**src/rtl/alu_slice_exec_pkg.sv**
```systemverilog
// ---------------------------------------------------------------------------
// alu_pkg : op codes, FSM states and defaults shared by the sliced ALU. rev 1.0
// ---------------------------------------------------------------------------
`default_nettype none

package alu_pkg;

  localparam int ALU_WIDTH = 32;

  typedef enum logic [2:0] {
    ALU_ADD = 3'b000,
    ALU_SUB = 3'b001,
    ALU_AND = 3'b010,
    ALU_OR  = 3'b011,
    ALU_SLT = 3'b100
  } alu_op_e;

  typedef enum logic [1:0] {
    ST_IDLE = 2'd0,
    ST_RUN  = 2'd1,
    ST_DONE = 2'd2
  } alu_state_e;

  // Unused codes 101..111 fall back to ADD.
  function automatic alu_op_e decode_op(input logic [2:0] code);
    case (code)
      3'b001:  return ALU_SUB;
      3'b010:  return ALU_AND;
      3'b011:  return ALU_OR;
      3'b100:  return ALU_SLT;
      default: return ALU_ADD;
    endcase
  endfunction

endpackage

`default_nettype wire

```
**src/rtl/alu_slice_exec_if.sv**
```systemverilog
// ---------------------------------------------------------------------------
// alu_slice_exec_if : request/response handshake bundle of the sliced ALU. rev 1.0
// ---------------------------------------------------------------------------
`default_nettype none

interface alu_slice_exec_if #(
  parameter int WIDTH = alu_pkg::ALU_WIDTH
);
  logic             in_valid;
  logic             in_ready;
  logic [2:0]       ALUControl;
  logic [WIDTH-1:0] srcA;
  logic [WIDTH-1:0] srcB;
  logic             out_valid;
  logic             out_ready;
  logic [WIDTH-1:0] result;
  logic             zero;

  modport slave (
    input  in_valid, ALUControl, srcA, srcB, out_ready,
    output in_ready, out_valid, result, zero
  );

  modport master (
    output in_valid, ALUControl, srcA, srcB, out_ready,
    input  in_ready, out_valid, result, zero
  );
endinterface

`default_nettype wire

```
**src/rtl/alu_slice_exec_slice.sv**
```systemverilog
// ---------------------------------------------------------------------------
// alu_slice : combinational SLICE-bit ALU cell with carry in/out. rev 1.0
// ---------------------------------------------------------------------------
`default_nettype none

module alu_slice
  import alu_pkg::*;
#(
  parameter int SLICE = 8
) (
  input  logic [SLICE-1:0] a,
  input  logic [SLICE-1:0] b,
  input  alu_op_e          op,
  input  logic             cin,
  output logic [SLICE-1:0] res,
  output logic             cout,
  output logic             msb_a,
  output logic             msb_b,
  output logic             msb_res
);

  logic [SLICE-1:0] b_eff;
  logic [SLICE:0]   sum;

  always_comb begin
    b_eff = (op == ALU_SUB || op == ALU_SLT) ? ~b : b;
    sum   = {1'b0, a} + {1'b0, b_eff} + {{SLICE{1'b0}}, cin};
    res   = sum[SLICE-1:0];
    cout  = sum[SLICE];
    case (op)
      ALU_AND: begin res = a & b; cout = 1'b0; end
      ALU_OR:  begin res = a | b; cout = 1'b0; end
      default: ;
    endcase
  end

  // msb_res is the difference sign bit that SLT needs on the top slice.
  assign msb_a   = a[SLICE-1];
  assign msb_b   = b[SLICE-1];
  assign msb_res = sum[SLICE-1];

endmodule

`default_nettype wire

```
**src/rtl/alu_slice_exec.sv**
```systemverilog
// ---------------------------------------------------------------------------
// alu_slice_exec : multi-cycle ALU, one SLICE per cycle LSB first. rev 1.0
// ---------------------------------------------------------------------------
`default_nettype none

module alu_slice_exec
  import alu_pkg::*;
#(
  parameter int WIDTH = ALU_WIDTH,
  parameter int SLICE = 8
) (
  input  logic             clk,
  input  logic             rst_n,
  alu_slice_exec_if.slave  bus
);

  localparam int NSLICE = WIDTH / SLICE;
  localparam int CW     = (NSLICE > 1) ? $clog2(NSLICE) : 1;
  localparam logic [CW-1:0] LAST = CW'(NSLICE - 1);

  alu_state_e       state_q;
  alu_op_e          op_q;
  logic [WIDTH-1:0] a_q, b_q, result_q, result_d;
  logic [CW-1:0]    cnt_q;
  logic             carry_q, zero_q;

  logic [SLICE-1:0] sl_a, sl_b, sl_res;
  logic             sl_cout, msb_a, msb_b, msb_res;
  alu_op_e          op_dec;

  assign op_dec = decode_op(bus.ALUControl);

  always_comb begin
    sl_a = a_q[SLICE-1:0];
    sl_b = b_q[SLICE-1:0];
    for (int i = 0; i < NSLICE; i++) begin
      if (cnt_q == CW'(i)) begin
        sl_a = a_q[i*SLICE +: SLICE];
        sl_b = b_q[i*SLICE +: SLICE];
      end
    end
  end

  alu_slice #(.SLICE(SLICE)) u_slice (
    .a       (sl_a),
    .b       (sl_b),
    .op      (op_q),
    .cin     (carry_q),
    .res     (sl_res),
    .cout    (sl_cout),
    .msb_a   (msb_a),
    .msb_b   (msb_b),
    .msb_res (msb_res)
  );

  // On the top SLT slice the whole result collapses to the signed less-than bit.
  always_comb begin
    result_d = result_q;
    for (int i = 0; i < NSLICE; i++) begin
      if (cnt_q == CW'(i)) result_d[i*SLICE +: SLICE] = sl_res;
    end
    if (cnt_q == LAST && op_q == ALU_SLT) begin
      result_d    = '0;
      result_d[0] = (msb_a != msb_b) ? msb_a : msb_res;
    end
  end

  always_ff @(posedge clk) begin
    if (!rst_n) begin
      state_q  <= ST_IDLE;
      op_q     <= ALU_ADD;
      a_q      <= '0;
      b_q      <= '0;
      result_q <= '0;
      cnt_q    <= '0;
      carry_q  <= 1'b0;
      zero_q   <= 1'b0;
    end else begin
      case (state_q)
        ST_IDLE: begin
          if (bus.in_valid) begin
            a_q      <= bus.srcA;
            b_q      <= bus.srcB;
            op_q     <= op_dec;
            carry_q  <= (op_dec == ALU_SUB || op_dec == ALU_SLT);
            cnt_q    <= '0;
            result_q <= '0;
            state_q  <= ST_RUN;
          end
        end
        ST_RUN: begin
          result_q <= result_d;
          carry_q  <= sl_cout;
          cnt_q    <= cnt_q + 1'b1;
          if (cnt_q == LAST) begin
            cnt_q   <= '0;
            zero_q  <= (result_d == '0);
            state_q <= ST_DONE;
          end
        end
        ST_DONE: begin
          if (bus.out_ready) state_q <= ST_IDLE;
        end
        default: state_q <= ST_IDLE;
      endcase
    end
  end

  assign bus.in_ready  = (state_q == ST_IDLE);
  assign bus.out_valid = (state_q == ST_DONE);
  assign bus.result    = result_q;
  assign bus.zero      = zero_q;

endmodule

`default_nettype wire

```
**src/flat_wrapper.sv**
```systemverilog
// flat-port wrapper written by rule: the top's interface ports become plain ports
module alu_slice_exec_flat import alu_pkg::*;
#(
  parameter int WIDTH = ALU_WIDTH,
  parameter int SLICE = 8
)
  (clk, rst_n, bus_in_valid, bus_ALUControl, bus_srcA, bus_srcB, bus_out_ready, bus_in_ready, bus_out_valid, bus_result, bus_zero);
  alu_slice_exec_if #(.WIDTH(WIDTH)) bus_i ();
  input  logic clk;
  input  logic rst_n;
  input wire logic [$bits(bus_i.in_valid)-1:0] bus_in_valid;
  input wire logic [$bits(bus_i.ALUControl)-1:0] bus_ALUControl;
  input wire logic [$bits(bus_i.srcA)-1:0] bus_srcA;
  input wire logic [$bits(bus_i.srcB)-1:0] bus_srcB;
  input wire logic [$bits(bus_i.out_ready)-1:0] bus_out_ready;
  output wire logic [$bits(bus_i.in_ready)-1:0] bus_in_ready;
  output wire logic [$bits(bus_i.out_valid)-1:0] bus_out_valid;
  output wire logic [$bits(bus_i.result)-1:0] bus_result;
  output wire logic [$bits(bus_i.zero)-1:0] bus_zero;
  assign bus_i.in_valid = bus_in_valid;
  assign bus_i.ALUControl = bus_ALUControl;
  assign bus_i.srcA = bus_srcA;
  assign bus_i.srcB = bus_srcB;
  assign bus_i.out_ready = bus_out_ready;
  assign bus_in_ready = bus_i.in_ready;
  assign bus_out_valid = bus_i.out_valid;
  assign bus_result = bus_i.result;
  assign bus_zero = bus_i.zero;
  alu_slice_exec #(.WIDTH(WIDTH), .SLICE(SLICE)) u_core (.clk(clk), .rst_n(rst_n), .bus(bus_i));
endmodule
```
**config.mk**
```make
export PLATFORM = sky130hd
export DESIGN_NAME = alu_slice_exec_flat
export DESIGN_NICKNAME = d
export VERILOG_FILES = /design/src/rtl/alu_slice_exec_pkg.sv /design/src/rtl/alu_slice_exec_if.sv /design/src/rtl/alu_slice_exec_slice.sv /design/src/rtl/alu_slice_exec.sv /design/src/flat_wrapper.sv
export SDC_FILE = /design/constraint.sdc
export NUM_CORES = 1
export LEC_CHECK = 0
export ABC_AREA = 1
export ABC_CLOCK_PERIOD_IN_PS = 4370
export BUFFER_PORTS_ARGS = -buffer_cell sky130_fd_sc_hd__buf_2
export CAP_MARGIN = 30
export CORE_UTILIZATION = 56
export DETAILED_ROUTE_END_ITERATION = 6
export PLACE_DENSITY = 0.86
export SKIP_LAST_GASP = 1
export SYNTH_ARGS = -nofsm -noshare
export SYNTH_HDL_FRONTEND = slang
export SYNTH_SLANG_ARGS = --single-unit
```
**constraint.sdc**
```tcl
create_clock -name clk -period 4.37 [get_ports clk]
set_input_delay 1.0925 -clock clk [delete_from_list [all_inputs] [get_ports clk]]
set_output_delay 1.0925 -clock clk [all_outputs]
set_load 0.005 [all_outputs]
```
* Word level (Yosys, flattened, before mapping) *
Index checks and enable logic that the tools add are counted.

operators by class
  reductions and logical operators = 12
  equal/unequal tests = 19
  add/subtract/negate cells = 3
  muxes and demuxes = 27
  bitwise gates (word level) = 3

operators with widths
  operator              count
  $mux W8               11
  $mux W32              2
  $pmux W32 S2          1
  $logic_not A32 Y1     1
  $pmux W8 S2           1
  $eq A3 B2 Y1 const B  4
  $pmux W3 S4           1
  $mux W2               5
  $add A8 B8 Y9         1
  $add A9 B1 Y9         1
  $eq A3 B1 Y1 const B  3
  $eq A3 B3 Y1 const B  3
  $and A8 B8 Y8         1
  $not A8 Y8            1
  $or A8 B8 Y8          1
  $eq A2 B2 Y1 const B  3
  $pmux W2 S3           1
  $reduce_and A2 Y1     3
  $eq A2 B1 Y1 const B  2
  $logic_not A2 Y1      2
  $ne A2 B2 Y1 const B  2
  $pmux W2 S2           1
  $mux W1               3
  $reduce_and A3 Y1     1
  8 further kinds       9

storage, ports and cells
  output and inout port bits = 35
  bits of input ports = 71
  bits in registers = 105

* Longest topological paths before layout *
  word-level depth = 12
  depth in mapped cells = 26
  depth with buffers taken out = 24

* Modules after synthesis *
Synthesis repeated with hierarchy kept, for this count alone.

second synthesis, totals
  cell total of the unflattened synthesis = 867
  area, all modules = 5640.4 µm²

modules (own cells, without submodules)
  module          instances  cells an instance  area an instance (µm²)
  alu_slice_exec  1          755                4963.5
  alu_slice       1          112                676.9

* Worst setup path after synthesis *
OpenSTA, ideal clock, no wires.

  path kind = reg-to-reg
  start = reg u_core.cnt_q[0]
  end = reg u_core.zero_q (netlist: u_core.bus.zero)
  library setup time = 66 ps
  path buffers = 1
  slack = 1020 ps
  data required time = 4304 ps
  cell stages (with the launch flop) = 23
  arrival = 3284 ps
  path through = dfxtp_1 > inv_1 > ha_1 > inv_2 > buf_4 > nand3_1 > nand2_1 > nand2_2 > xor2_1 > fa_1 > fa_1 > o21ai_0 > xnor2_1 > nand2_1 > nand2_1 > nand2_1 > nand2_1 > nand2_1 > nor2_1 > nand2_1 > nor2_1 > nand3_1 > a21oi_2

on the way
  longest elaborated chain between the ends = 12
  elaborated cells between the ends (all ways) = 27
  classes of those cells = 2 x add/sub; 4 x eq/ne; 14 x mux; 3 x bitwise; 4 x reduce/logical

RTL lines
  element                 RTL line                                    text
  from (decl)             alu_slice_exec.sv:24                        logic [CW-1:0] cnt_q;
  from (signal assigned)  alu_slice_exec.sv:94                        cnt_q <= cnt_q + 1'b1;
  $eq A2 B1 Y1            alu_slice_exec.sv:37, alu_slice_exec.sv:60
  $mux W8 (3 in series)   alu_slice_exec.sv:37                        if (cnt_q == CW'(i)) begin
  $not A8 Y8              alu_slice_exec_slice.sv:26                  b_eff = (op == ALU_SUB || op == ALU_SLT) ? ~b : b;
  $mux W8                 alu_slice_exec_slice.sv:26
  $add A8 B8 Y9           alu_slice_exec_slice.sv:27                  sum = {1'b0, a} + {1'b0, b_eff} + {{SLICE{1'b0}}, cin};
  $add A9 B1 Y9           alu_slice_exec_slice.sv:27
  $pmux W8 S2             alu_slice_exec_slice.sv:30                  case (op)
  $mux W8                 alu_slice_exec.sv:60                        if (cnt_q == CW'(i)) result_d[i*SLICE +: SLICE] = sl_res;
  $mux W32                alu_slice_exec.sv:62                        if (cnt_q == LAST && op_q == ALU_SLT) begin
  $logic_not A32 Y1       alu_slice_exec.sv:97                        zero_q <= (result_d == '0);
  to (signal assigned)    alu_slice_exec.sv:97
  to (decl)               alu_slice_exec.sv:25                        logic carry_q, zero_q;

Several ways; a longest one is shown, not always the timed one.
A chain may end at the register's enable or synchronous reset.

* Worst setup path after layout *
Ends and elaborated chain as after synthesis.

==> flow_metrics.tcl <==
set metrics [dict create \
    status "finished, final reports clean" \
    p_int_w 0.00153 \
    multiInputGateArea_sq_um 3110 \
    cts_tree "yes" \
    clockRootBuffer "clkbuf_8" \
    synth.area.mux_share_pct 0 \
    synth_compound_area_share_pct 15.7 \
    postLayoutCellArea_sq_um 6490 \
    cts.sinks 105 \
    seqPwrFrac_pct 43.7 \
    numCtsBuffers 9 \
    fin_ws_ns 0.345 \
    grt_pass1_wl_um 24600 \
    grt_usage_pct 29.7 \
    finalNetCount 1052 \
    fin_setup_tns_ns 0 \
    crit_slowest_cell "fa_1" \
    powerDensity_nw_per_um2 376 \
    die_h_um 103 \
    cts_buffer_depth 2 \
    rrSetupSlack_ns 0.34 \
    antenna_found_initial 0 \
    clkLatencyLatePin_ns 0.38 \
    path_class "flip-flop to flip-flop" \
    async_reset_ff_share_pct 0 \
    cp.arrival_ns 4.33 \
    area.growth.synth_to_final_pct 12.8 \
    yosys_warnings 0 \
    fp.dieW_um 103 \
    synth_top_area_share_pct 36.6 \
    hold_class "flip-flop to flip-flop" \
    rows 36 \
    grt_max_degree 86 \
    fill_cells 931 \
    cp-startpoint "u_core.cnt_q[0]" \
    grt_use_met2_pct 48.9 \
    synth-edff-count 0 \
    ff2ff_path_depth 19 \
    maxSlewViolCount 0 \
    drt-initial-drc-count 411 \
    period_share_pct 92.1 \
    cp.required_ns 4.68 \
    antennaDiodeCount 0 \
    cts_max_level 3 \
    finalCriticalPeriod_ns 4.03 \
    slew_headroom_pct 55.3 \
    initial_core_util_pct 58.3 \
    seq_area_sq_um 2100 \
    num_io_pins 106 \
    worst_clock_skew_ns 0.0106 \
    post-synth-top-count-cell "nand2_1" \
    wl_per_cell_um 13.6 \
    cp_common_cell "nand2_1" \
    synth_top_family_by_area "simple AND/OR/NAND/NOR gates" \
    crit_path_start_kind "flip-flop" \
    yosys.area.top_type "dfxtp_1" \
    pre_cts_ws_ns 0.499 \
    ant_nets 0 \
    path_max_fanout 16 \
    pwr-share-comb_pct 31.8 \
    crit_family "adder cells" \
    synthTopCellsByArea "dfxtp_1 (37%), nand2_1 (14%), nor2_1 (9.0%)" \
    drc 0 \
    finalHoldViolations 0 \
    gp_congestion 0.972 \
    use_met1_pct 39.6 \
    dieArea_sq_um 10700 \
    synth_fa_ha_area_share_pct 3.53 \
    setup.worst_path.end "u_core.bus.zero" \
    vias 6024 \
    post_cts_buffers 0 \
    cap_viol_max_count 0 \
    synth_area_sq_um 5750 \
    place_area_sq_um 6290 \
    grt_pass1_vias 5298 \
    port_buffers 105 \
    synth.avg_cell_area_sq_um 6.47 \
    cts.clk_slew.worst_paths_ns 0.11 \
    critPathBufInv 1 \
    viasPerCell 5.46 \
    max_freq_mhz 248 \
    synthXorXnorAreaFrac_pct 1.37 \
    dpl.hpwl_um 10800 \
    worstReg2RegStart "u_core.cnt_q[0]" \
    dominantRegCellSynth "dfxtp_1" \
    core_sq_um 9860 \
    rr_endpoint "u_core.bus.zero" \
    busiest_layer "met2" \
    cp.depth 19 \
    power.switching_w 0.000914 \
    end_kind "flip-flop" \
    grt.overflow.total 0 \
    setup_viol 0 \
    drive_gt1_share_pct 16.8 \
    synthesis.instances 888 \
    met3_usage_pct 4.50 \
    p_leak_nw 3.15 \
    worst_pin_slew_ns 0.669 \
    ys_seq_area_share_pct 36.6 \
    synth_common_cells "nand2_1 (220), nor2_1 (138), dfxtp_1 (105), o21ai_0 (89), inv_1 (77)" \
    whs_ns 0.471 \
    synth_cell_types 40 \
    synth_seq_cells 105 \
    path_cells "ha_1 > inv_2 > or2_2 > nand2_2 > xor2_1 > fa_1 > fa_1 > o21ai_0 > xnor2_1 > nand2_1 > nand2_1 > nand2_1 > nand2_1 > nand2_1 > nor2_1 > nand2_1 > nor2_1 > nand3_1 > a21oi_2" \
    wirelength_um 15000 \
    cts_hold_buf 0 \
    rsz0062_at_grt "false" \
    synthSimpleGateAreaFrac_pct 33.3 \
    peakVddDrop_v 0.000211 \
    swShare_pct 37.5 \
    synth.net_count 974 \
    power.share.clock_pct 24.5 \
    first_pass_iters 5 \
    cpPeakStageDelay_ns 0.51 \
]
-- worst min path at each step --
stage                     end  slack (ns)  depth (start not counted)           start
5_1_grt         u_core.b_q[1]        0.49                          2   u_core.b_q[1]
3_3_place_gp   u_core.a_q[29]        0.46                          2  u_core.a_q[29]
2_1_floorplan  u_core.a_q[10]        0.43                          2  u_core.a_q[10]
6_report       u_core.a_q[29]        0.47                          2  u_core.a_q[29]
4_1_cts        u_core.a_q[29]        0.47                          2  u_core.a_q[29]
3_5_place_dp   u_core.a_q[29]        0.45                          2  u_core.a_q[29]
-- area by class of cell --
type                    count  share of cell area (%)
clock buffers              10                    2.12
clock inverters             6                   0.907
inverters                  85                    4.98
multi-input cells         652                    48.0
flip-flops and latches    105                    32.4
well taps                 133                    2.57
repair buffers            113                    9.03
-- timing repair --
action / 4_1_cts / 5_1_grt
hold endpoints to repair: 0 / 0
setup endpoints to repair: 0 / 1
resized for setup: 0 / 1
-- cell families after synthesis --
kind of cell | count (synthesis)
AND/OR/NAND/NOR | 454
XOR/XNOR | 9
buffers and inverters | 131
flip-flops | 105
AO/OA/AOI/OAI | 174
adder cells (fa/ha/maj) | 15
-- stage by stage --
step	utilization, %	instances	power (W)
2_1_floorplan	-	888	0.00164
3_3_place_gp	63.7	1088	0.00182
3_5_place_dp	63.7	1088	0.00184
4_1_cts	65.7	1104	0.00242
5_1_grt	65.8	1104	0.00258
6_report	65.8	1104	0.00244
-- registers in the layout (all words and copies together) (netlist names) --
name / cells
u_core.cnt_q: 2
u_core.state_q: 2
u_core.op_q: 3
u_core.bus.result: 32
u_core.carry_q: 1
u_core.a_q: 32
u_core.b_q: 32
u_core.bus.zero: 1
-- placed cells by master (no fill, tap or decap), drive strengths merged --
master  Yosys  final
dfxtp     105    105
ha         13     13
nand3      61     61
o21bai      2      2
o21a        2      2
o22ai       2      2
o31ai       1      1
a211oi      2      2
a21o        1      1
o211ai      1      1
a21oi      72     72
xor2        8      8
nand3b      2      2
nor2      141    141
nor3        2      2
xnor2       1      1
buf        17    113
o21ai      90     90
fa          2      2
a31oi       1      1
inv        82     85
nand4      12     12
clkbuf     29     10
or2         7      7
clkinv      3      6
nand2     229    229
-- power by group through the flow --
stage | Sequential (W) | Combinational, W | Clock [W]
after global routing | 0.00107 | 0.000875 | 0.000637
final | 0.00107 | 0.000777 | 0.000598
after CTS | 0.00106 | 0.000759 | 0.000602
after floorplan | 0.00108 | 0.000563 | 0
after global placement | 0.00108 | 0.000736 | 0
after detailed placement | 0.00109 | 0.000753 | 0
-- worst reg2reg max path: stages (launching register included) --
cell,delay [ns]
dfxtp_1,0.41
ha_1,0.43
inv_2,0.24
or2_2,0.35
nand2_2,0.10
xor2_1,0.09
fa_1,0.51
fa_1,0.48
o21ai_0,0.26
xnor2_1,0.16
nand2_1,0.09
nand2_1,0.15
nand2_1,0.09
nand2_1,0.09
nand2_1,0.05
nor2_1,0.13
nand2_1,0.07
nor2_1,0.08
nand3_1,0.08
a21oi_2,0.11
-- metal layers --
layer | vias up | part of all wire (%)
li1 | 2992 | -
met1 | 2728 | 43
met2 | 265 | 46
met3 | 39 | 8.1
met5 | - | 0
met4 | 0 | 2.5
Note: power is estimated with default switching activity, not from simulation.
